===== src/rtl/alu_muldiv_seq.sv =====
// Multi-cycle unsigned MULTU/DIVU sequencer that borrows the EX-stage ALU for one
// add/subtract per cycle, 32 iterations, results in HI/LO.
module alu_muldiv_seq (
  input  logic        clk,
  input  logic        rst,
  input  logic        start,
  input  logic        op,
  input  logic [31:0] src_a,
  input  logic [31:0] src_b,
  output logic        alu_own,
  output logic [31:0] alu_a,
  output logic [31:0] alu_b,
  output logic [2:0]  alu_signal,
  input  logic [31:0] alu_result,
  output logic        busy,
  output logic        done,
  output logic        div0,
  output logic [31:0] hi,
  output logic [31:0] lo
);

  localparam int unsigned W    = 32;
  localparam int unsigned ITER = 32;
  localparam int unsigned CW   = 5;
  localparam logic [2:0]  ALU_ADD = 3'b010;
  localparam logic [2:0]  ALU_SUB = 3'b011;

  typedef enum logic [1:0] {
    S_IDLE = 2'd0,
    S_RUN  = 2'd1,
    S_DONE = 2'd2
  } state_e;

  state_e        state_q, state_d;
  logic [CW-1:0] cnt_q, cnt_d;
  logic [W-1:0]  hi_q, hi_d;
  logic [W-1:0]  lo_q, lo_d;
  logic [W-1:0]  m_q, m_d;
  logic          op_q, op_d;
  logic          div0_q, div0_d;
  logic          done_q, done_d;
  logic          busy_q, busy_d;
  logic          own_q, own_d;

  logic [W-1:0]  rem_shift;
  logic          add_c;
  logic          sub_nb;

  // ALU drive: purely from registers so the borrowed ALU sees operands immediately.
  always_comb begin
    rem_shift  = {hi_q[W-2:0], lo_q[W-1]};
    alu_a      = '0;
    alu_b      = '0;
    alu_signal = ALU_ADD;
    if (state_q == S_RUN) begin
      alu_b = m_q;
      if (op_q) begin
        alu_a      = rem_shift;
        alu_signal = ALU_SUB;
      end else begin
        alu_a = hi_q;
      end
    end
  end

  // The ALU exports no carry, so recover carry / no-borrow from the MSBs.
  always_comb begin
    add_c  = (alu_a[W-1] & alu_b[W-1]) |
             ((alu_a[W-1] ^ alu_b[W-1]) & ~alu_result[W-1]);
    sub_nb = (alu_a[W-1] & ~alu_b[W-1]) |
             (~(alu_a[W-1] ^ alu_b[W-1]) & ~alu_result[W-1]);
  end

  always_comb begin
    state_d = state_q;
    cnt_d   = cnt_q;
    hi_d    = hi_q;
    lo_d    = lo_q;
    m_d     = m_q;
    op_d    = op_q;
    div0_d  = div0_q;

    unique case (state_q)
      S_IDLE: begin
        if (start) begin
          op_d   = op;
          cnt_d  = '0;
          div0_d = 1'b0;
          hi_d   = '0;
          state_d = S_RUN;
          if (!op) begin
            m_d  = src_a;
            lo_d = src_b;
          end else begin
            m_d  = src_b;
            lo_d = src_a;
            if (src_b == '0) begin
              hi_d    = src_a;
              lo_d    = '1;
              div0_d  = 1'b1;
              state_d = S_DONE;
            end
          end
        end
      end
      S_RUN: begin
        cnt_d = cnt_q + CW'(1);
        if (!op_q) begin
          // Shift-add: the 65-bit {carry, sum, LO} shifts right by one.
          if (lo_q[0]) begin
            hi_d = {add_c, alu_result[W-1:1]};
            lo_d = {alu_result[0], lo_q[W-1:1]};
          end else begin
            hi_d = {1'b0, hi_q[W-1:1]};
            lo_d = {hi_q[0], lo_q[W-1:1]};
          end
        end else begin
          // Restoring divide: a shifted-out MSB means the remainder already exceeds M.
          if (hi_q[W-1] | sub_nb) begin
            hi_d = alu_result;
            lo_d = {lo_q[W-2:0], 1'b1};
          end else begin
            hi_d = rem_shift;
            lo_d = {lo_q[W-2:0], 1'b0};
          end
        end
        if (cnt_q == CW'(ITER - 1)) begin
          state_d = S_DONE;
        end
      end
      S_DONE: begin
        state_d = S_IDLE;
      end
      default: begin
        state_d = S_IDLE;
      end
    endcase

    busy_d = (state_d != S_IDLE);
    done_d = (state_d == S_DONE);
    own_d  = (state_d == S_RUN);
  end

  always_ff @(posedge clk) begin
    if (rst) begin
      state_q <= S_IDLE;
      cnt_q   <= '0;
      hi_q    <= '0;
      lo_q    <= '0;
      m_q     <= '0;
      op_q    <= 1'b0;
      div0_q  <= 1'b0;
      done_q  <= 1'b0;
      busy_q  <= 1'b0;
      own_q   <= 1'b0;
    end else begin
      state_q <= state_d;
      cnt_q   <= cnt_d;
      hi_q    <= hi_d;
      lo_q    <= lo_d;
      m_q     <= m_d;
      op_q    <= op_d;
      div0_q  <= div0_d;
      done_q  <= done_d;
      busy_q  <= busy_d;
      own_q   <= own_d;
    end
  end

  assign alu_own = own_q;
  assign busy    = busy_q;
  assign done    = done_q;
  assign div0    = div0_q;
  assign hi      = hi_q;
  assign lo      = lo_q;

endmodule


===== config.mk =====
export PLATFORM = sky130hd
export DESIGN_NAME = alu_muldiv_seq
export DESIGN_NICKNAME = d
export VERILOG_FILES = /design/src/rtl/alu_muldiv_seq.sv
export SDC_FILE = /design/constraint.sdc
export NUM_CORES = 1
export LEC_CHECK = 0
export CAP_MARGIN = 10
export CORE_MARGIN = 1.5
export CORE_UTILIZATION = 50
export CTS_CLUSTER_SIZE = 25
export DETAILED_ROUTE_END_ITERATION = 8
export PLACE_DENSITY = 0.87
export SLEW_MARGIN = 0
export SYNTH_ARGS = -nofsm -noshare
export SYNTH_HDL_FRONTEND = slang
export SYNTH_SLANG_ARGS = --single-unit

===== constraint.sdc =====
create_clock -name clk -period 6.25 [get_ports clk]
set_clock_uncertainty 0.2 [all_clocks]
set_input_delay 1.25 -clock clk [delete_from_list [all_inputs] [get_ports clk]]
set_output_delay 1.25 -clock clk [all_outputs]
set_load 0.1 [all_outputs]

Yosys cells after proc, flatten, opt, wreduce, memory -nomap -nowiden
Cells that the tools add are included.
Cells by class
  mux-type cells: 29
  equal/unequal tests: 5
  add/subtract/negate cells: 1
  bitwise operators: 11
  reduce and logical (&&, ||, !) cells: 6
Operators by type and width (number)
  $mux 32: 15
  $pmux 32 s2: 2
  $logic_not 32->1: 1
  $pmux 5 s2: 1
  $mux 2: 4
  $add 5x1->5 const B: 1
  $eq 5x5->1 const B: 1
  $mux 1: 5
  $mux 5: 1
  $and 1x1->1: 4
  $eq 2x1->1 const B: 2
  $pmux 2 s2: 1
  $reduce_and 2->1: 2
  $reduce_bool 2->1: 2
  $not 1->1: 3
  $or 1x1->1: 3
  $eq 2x2->1 const B: 1
  $logic_not 2->1: 1
  $ne 2x2->1 const B: 1
  $xor 1x1->1: 1
Word-level totals
  input bits: 100
  output and inout port bits: 135
  word-level logic and storage cells: 62
  register bits: 108

Longest topological paths before layout
  word-level depth: 10
  gate-level depth with buffers: 13
  mapped depth without buffers: 8

Worst setup path after synthesis
No wires, ideal clock.
  path kind: register to register
  start point: register op_q
  end point: register hi_q[21] (netlist: hi[21])
  cell stages (with the launch flop): 14
  arrival: 4.242 ns
  slack: 1.671 ns
  setup time: 0.137 ns
  clock period less this slack: 4.579 ns
  data required time: 5.913 ns
  buffers on the path: 5
  path through: dfxtp_1 -> clkbuf_1 -> buf_2 -> buf_2 -> buf_2 -> mux2i_1 -> nor2_1 -> ha_1 -> nor2_1 -> nand2_1 -> clkbuf_1 -> mux2_2 -> a222oi_1 -> o22ai_1
Between the ends
  longest elaborated chain between the ends: 10
  elaborated cells between the ends (all ways): 11
  classes of those cells: mux (5); bitwise (6)
Ends and longest elaborated chain
  from (decl): line 39  | logic op_q, op_d;
  from (signal assigned): line 162  | op_q <= op_d;
  $mux 32 (*): line 57  | if (op_q) begin
  $mux 32 (*): line 55  | if (state_q == S_RUN) begin
  named net alu_a[31]: line 11  | output logic [31:0] alu_a,
  $xor 1x1->1: line 71  | (~(alu_a[W-1] ^ alu_b[W-1]) & ~alu_result[W-1]);
  $not 1->1: line 71
  $and 1x1->1: line 71
  $or 1x1->1 (*): line 70  | sub_nb = (alu_a[W-1] & ~alu_b[W-1]) |
  $or 1x1->1 (*): line 119  | if (hi_q[W-1] | sub_nb) begin
  $mux 32 (*): line 119
  $mux 32 (*): line 108  | if (!op_q) begin
  $pmux 32 s2 (*): line 83  | unique case (state_q)
  to (signal assigned): line 159  | hi_q <= hi_d;
  to (decl): line 36  | logic [W-1:0] hi_q, hi_d;
The timed path passes the listed nets; every way through them passes the cells marked *.
A chain may end at the register's enable or synchronous reset.

Final worst setup path
  start point: register state_q[0]
  end point: output port alu_signal[0]
Between the ends
  longest elaborated chain between the ends: 2
Ends and longest elaborated chain
  from (decl): line 34  | state_e state_q, state_d;
  from (signal assigned): line 157  | state_q <= state_d;
  $eq 2x1->1: line 55
  $mux 1: line 55
  to (decl): line 13  | output logic [2:0] alu_signal,
No other way between the ends.

==> qor_table.md <==
| Metric | Reported |
|---|---|
| Share of flip-flops with an asynchronous set or reset | 0% |
| Port Buf Inserts | 232 |
| Register bit total from synthesis | 108 |
| Number of maximum-capacitance constraint violations | 0 |
| Static leakage | 0.00364 uW |
| Core Area | 13800 um2 |
| Post-detailed-route via-to-cell ratio | 6.02 |
| Post-synth EDFFs | 0 |
| Area of the die | 14700 um2 |
| Site Rows | 43 |
| Leading cell type in the layout, fill and taps excluded | sky130_fd_sc_hd__clkdlybuf4s50_1 |
| Count of placed standard cells including taps | 1125 |
| Final Hold Fails | 0 |
| Startpoint types | flip-flop |
| Number of different library cells in the post-synthesis netlist | 40 |
| Worst Path Arrival | 3210 ps |
| Clock Pin Slew Worst Setup and Hold Paths | 80 ps |
| X dimension of the die | 121 um |
| Measured slew at the worst slew-check pin | 1050 ps |
| Fraction of final layout cells sized beyond drive strength 1 | 16.2% |
| Starting density of the core | 50.9% |
| Routability congestion estimate | 0.899 |
| Peak fanout along the critical path | 40 |
| Number of inserted diodes | 0 |
| Pre-antenna DRT Iters | 8 |
| Final ANT Viol Nets | 0 |
| Mean post-synth cell area | 8.96 um2 |
| DRC violation count after routing | 0 |
| Final-report max-slew violation count | 0 |
| Area share of the largest cell type after synthesis | 30.9% |
| Area growth syn-to-layout | 37.2% |
| Overflow after GRT | 0 |
| Run status | complete, no violations |
| Ratio of total power to cell area | 226 nW/um2 |
| CTS tree | built |
| Class of the most critical setup path | flip-flop to output pin |
| Routed vias | 6864 |
| Rel. slew slack | 30.1% |
| Setup Fix Bufs, Post-CTS | 0 |
| Average wire per cell in the routed design | 19.6 um |
| Resized cells post-CTS | 0 |
| Number of violations reported at the end of detailed-routing iteration 0 | 665 |
| Global-route wire length before repair | 34600 um |
| Setup repair after global routing missed its margin | no |
| Top-level port count | 235 |
| Sink count of the clock tree | 108 |
| Maximum buffer depth of the clock tree | 2 |
| Count of hold-fix buffers inserted at cts | 0 |
| Final non-filler cell total | 1141 |
| Largest net degree at the start of global routing | 80 |
| Data required time at the worst endpoint | 4800 ps |
| Gate count after technology mapping | 782 |
| Total design power | 2170 uW |
| Number of H-tree levels | 3 |
| CTS Root Cell | sky130_fd_sc_hd__clkbuf_16 |
| Antenna violations before repair | 0 |
| Number of clock buffers inserted by TritonCTS | 9 |
| Cells taking the most area after synthesis | sky130_fd_sc_hd__dfxtp_1 31%, sky130_fd_sc_hd__mux2_2 15%, sky130_fd_sc_hd__mux2i_1 12%, sky130_fd_sc_hd__o22ai_1 5.4%, sky130_fd_sc_hd__nor2_1 5.3% |
| Share of the clock period used by the worst path | 74.6% |
| Setup TNS | 0 ps |
| Final critical-path required period | 4660 ps |
| Path category of the worst min-delay check | flip-flop to flip-flop |
| Overall global routing resource usage | 29.6% |
| Net count of the mapped netlist | 886 |
| Via count of the first global-routing pass | 6415 |
| Worst ir drop on vdd | 0.142 mV |
| Yosys top cell by area | sky130_fd_sc_hd__dfxtp_1 |
| Total Nets Final | 1060 |
| Setup-failing EPs final | 0 |
| Total wire length after detailed routing | 22400 um |
| Register area share after synthesis | 30.9% |
| Post-Synthesis Cell Area | 7010 um2 |
| Placed wire-length estimate after detailed placement | 15800 um |
| CP endpoint kind | output pin |
| Most frequent cells in the layout | 230 x sky130_fd_sc_hd__clkdlybuf4s50_1, 106 x sky130_fd_sc_hd__dfxtp_1, 96 x sky130_fd_sc_hd__nor2_1 |
| Height of the die | 121 um |
| Achievable Freq | 215 MHz |
| Number of warnings printed during yosys synthesis | 0 |
| Clock latency on the worst-skew pair | 350 ps |
| Most instantiated flip-flop cell in the synthesis netlist | sky130_fd_sc_hd__dfxtp_1 |
==> power breakdown <==
part           total, uW  internal [uW]  switching, uW
sequential           800            737           63.2
combinational        771            270            500
clock                601            326            275
total               2170           1330            839
==> area by class of cell <==
cell class	count	area, um2
tap	180	225
clock inverter	6	70.1
inverter	33	124
sequential	108	2170
multi-input combinational	561	4380
clock buffer	10	239
fill	1046	4160
timing repair buffer	243	2400
==> flip-flops by register name, indices dropped and copies added (netlist names) <==
name	flops
div0	1
cnt_q	5
op_q	1
busy	1
hi	32
state_q	2
alu_own	1
lo	32
done	1
m_q	32
==> cell usage after synthesis (2+ instances only) <==
cell type and instances:
sky130_fd_sc_hd__a211oi_1 47, sky130_fd_sc_hd__a211oi_2 18, sky130_fd_sc_hd__a21oi_1 4, sky130_fd_sc_hd__a222oi_1 31, sky130_fd_sc_hd__a22oi_1 3, sky130_fd_sc_hd__and2_1 33, sky130_fd_sc_hd__and3_1 2, sky130_fd_sc_hd__buf_1 7
sky130_fd_sc_hd__buf_2 19, sky130_fd_sc_hd__buf_4 6, sky130_fd_sc_hd__clkbuf_1 47, sky130_fd_sc_hd__conb_1 2, sky130_fd_sc_hd__dfxtp_1 108, sky130_fd_sc_hd__ha_1 4, sky130_fd_sc_hd__inv_1 33, sky130_fd_sc_hd__mux2_2 92
sky130_fd_sc_hd__mux2i_1 84, sky130_fd_sc_hd__nand2_1 21, sky130_fd_sc_hd__nand2b_1 2, sky130_fd_sc_hd__nand3b_2 2, sky130_fd_sc_hd__nand4_1 2, sky130_fd_sc_hd__nor2_1 99, sky130_fd_sc_hd__nor2b_1 15, sky130_fd_sc_hd__nor3_1 3
sky130_fd_sc_hd__nor4_1 6, sky130_fd_sc_hd__o21a_1 2, sky130_fd_sc_hd__o21ai_0 4, sky130_fd_sc_hd__o22ai_1 60, sky130_fd_sc_hd__o22ai_2 2, sky130_fd_sc_hd__o31a_1 13, sky130_fd_sc_hd__or2_2 2
==> metal layers <==
layer  track usage (%)  up-vias  share of wire, %
met5                 0        -                 0
met3              4.75       36               8.4
met4              9.71        0               2.0
met1              41.9     3225                44
li1                  -     3263                 -
met2              45.8      340                45
==> metrics by stage <==
stage	hold WS [ps]	instance area [um2]	setup WS, ps	util, %
4_1_cts	297	9610	1590	69.8
2_1_floorplan	266	7010	1670	-
5_1_grt	313	9610	1450	69.8
6_report	295	9610	1590	69.8
3_3_place_gp	280	9300	1990	67.5
3_5_place_dp	287	9300	1980	67.5
==> worst max-delay path, cell delays in order (launching register included) <==
cell	delay (ps)
sky130_fd_sc_hd__dfxtp_1	430
sky130_fd_sc_hd__nor2b_4	620
sky130_fd_sc_hd__and2_1	220
sky130_fd_sc_hd__buf_4	350
sky130_fd_sc_hd__clkdlybuf4s50_1	1220
==> final timing paths <==
| check | from | endpoint | slack (ps) | cells after the start |
|---|---|---|---|---|
| setup / recovery | state_q[0] | alu_signal[0] | 1590 | 4 |
| hold / removal | m_q[3] | m_q[3] | 300 | 2 |
| hold reg to reg | m_q[3] | m_q[3] | 300 | 2 |
| setup reg to reg | op_q | hi[20] | 2610 | 9 |
==> cell families after synthesis <==
family,count (synthesis),synth area share [%]
fa+ha+maj,4,0.714
buf+inv,113,6.82
mux,176,26.8
other cells,2,0.107
simple gates,191,13.1
compound gates,188,21.6
flops,108,30.9
Power figures use the tool's default switching activity.
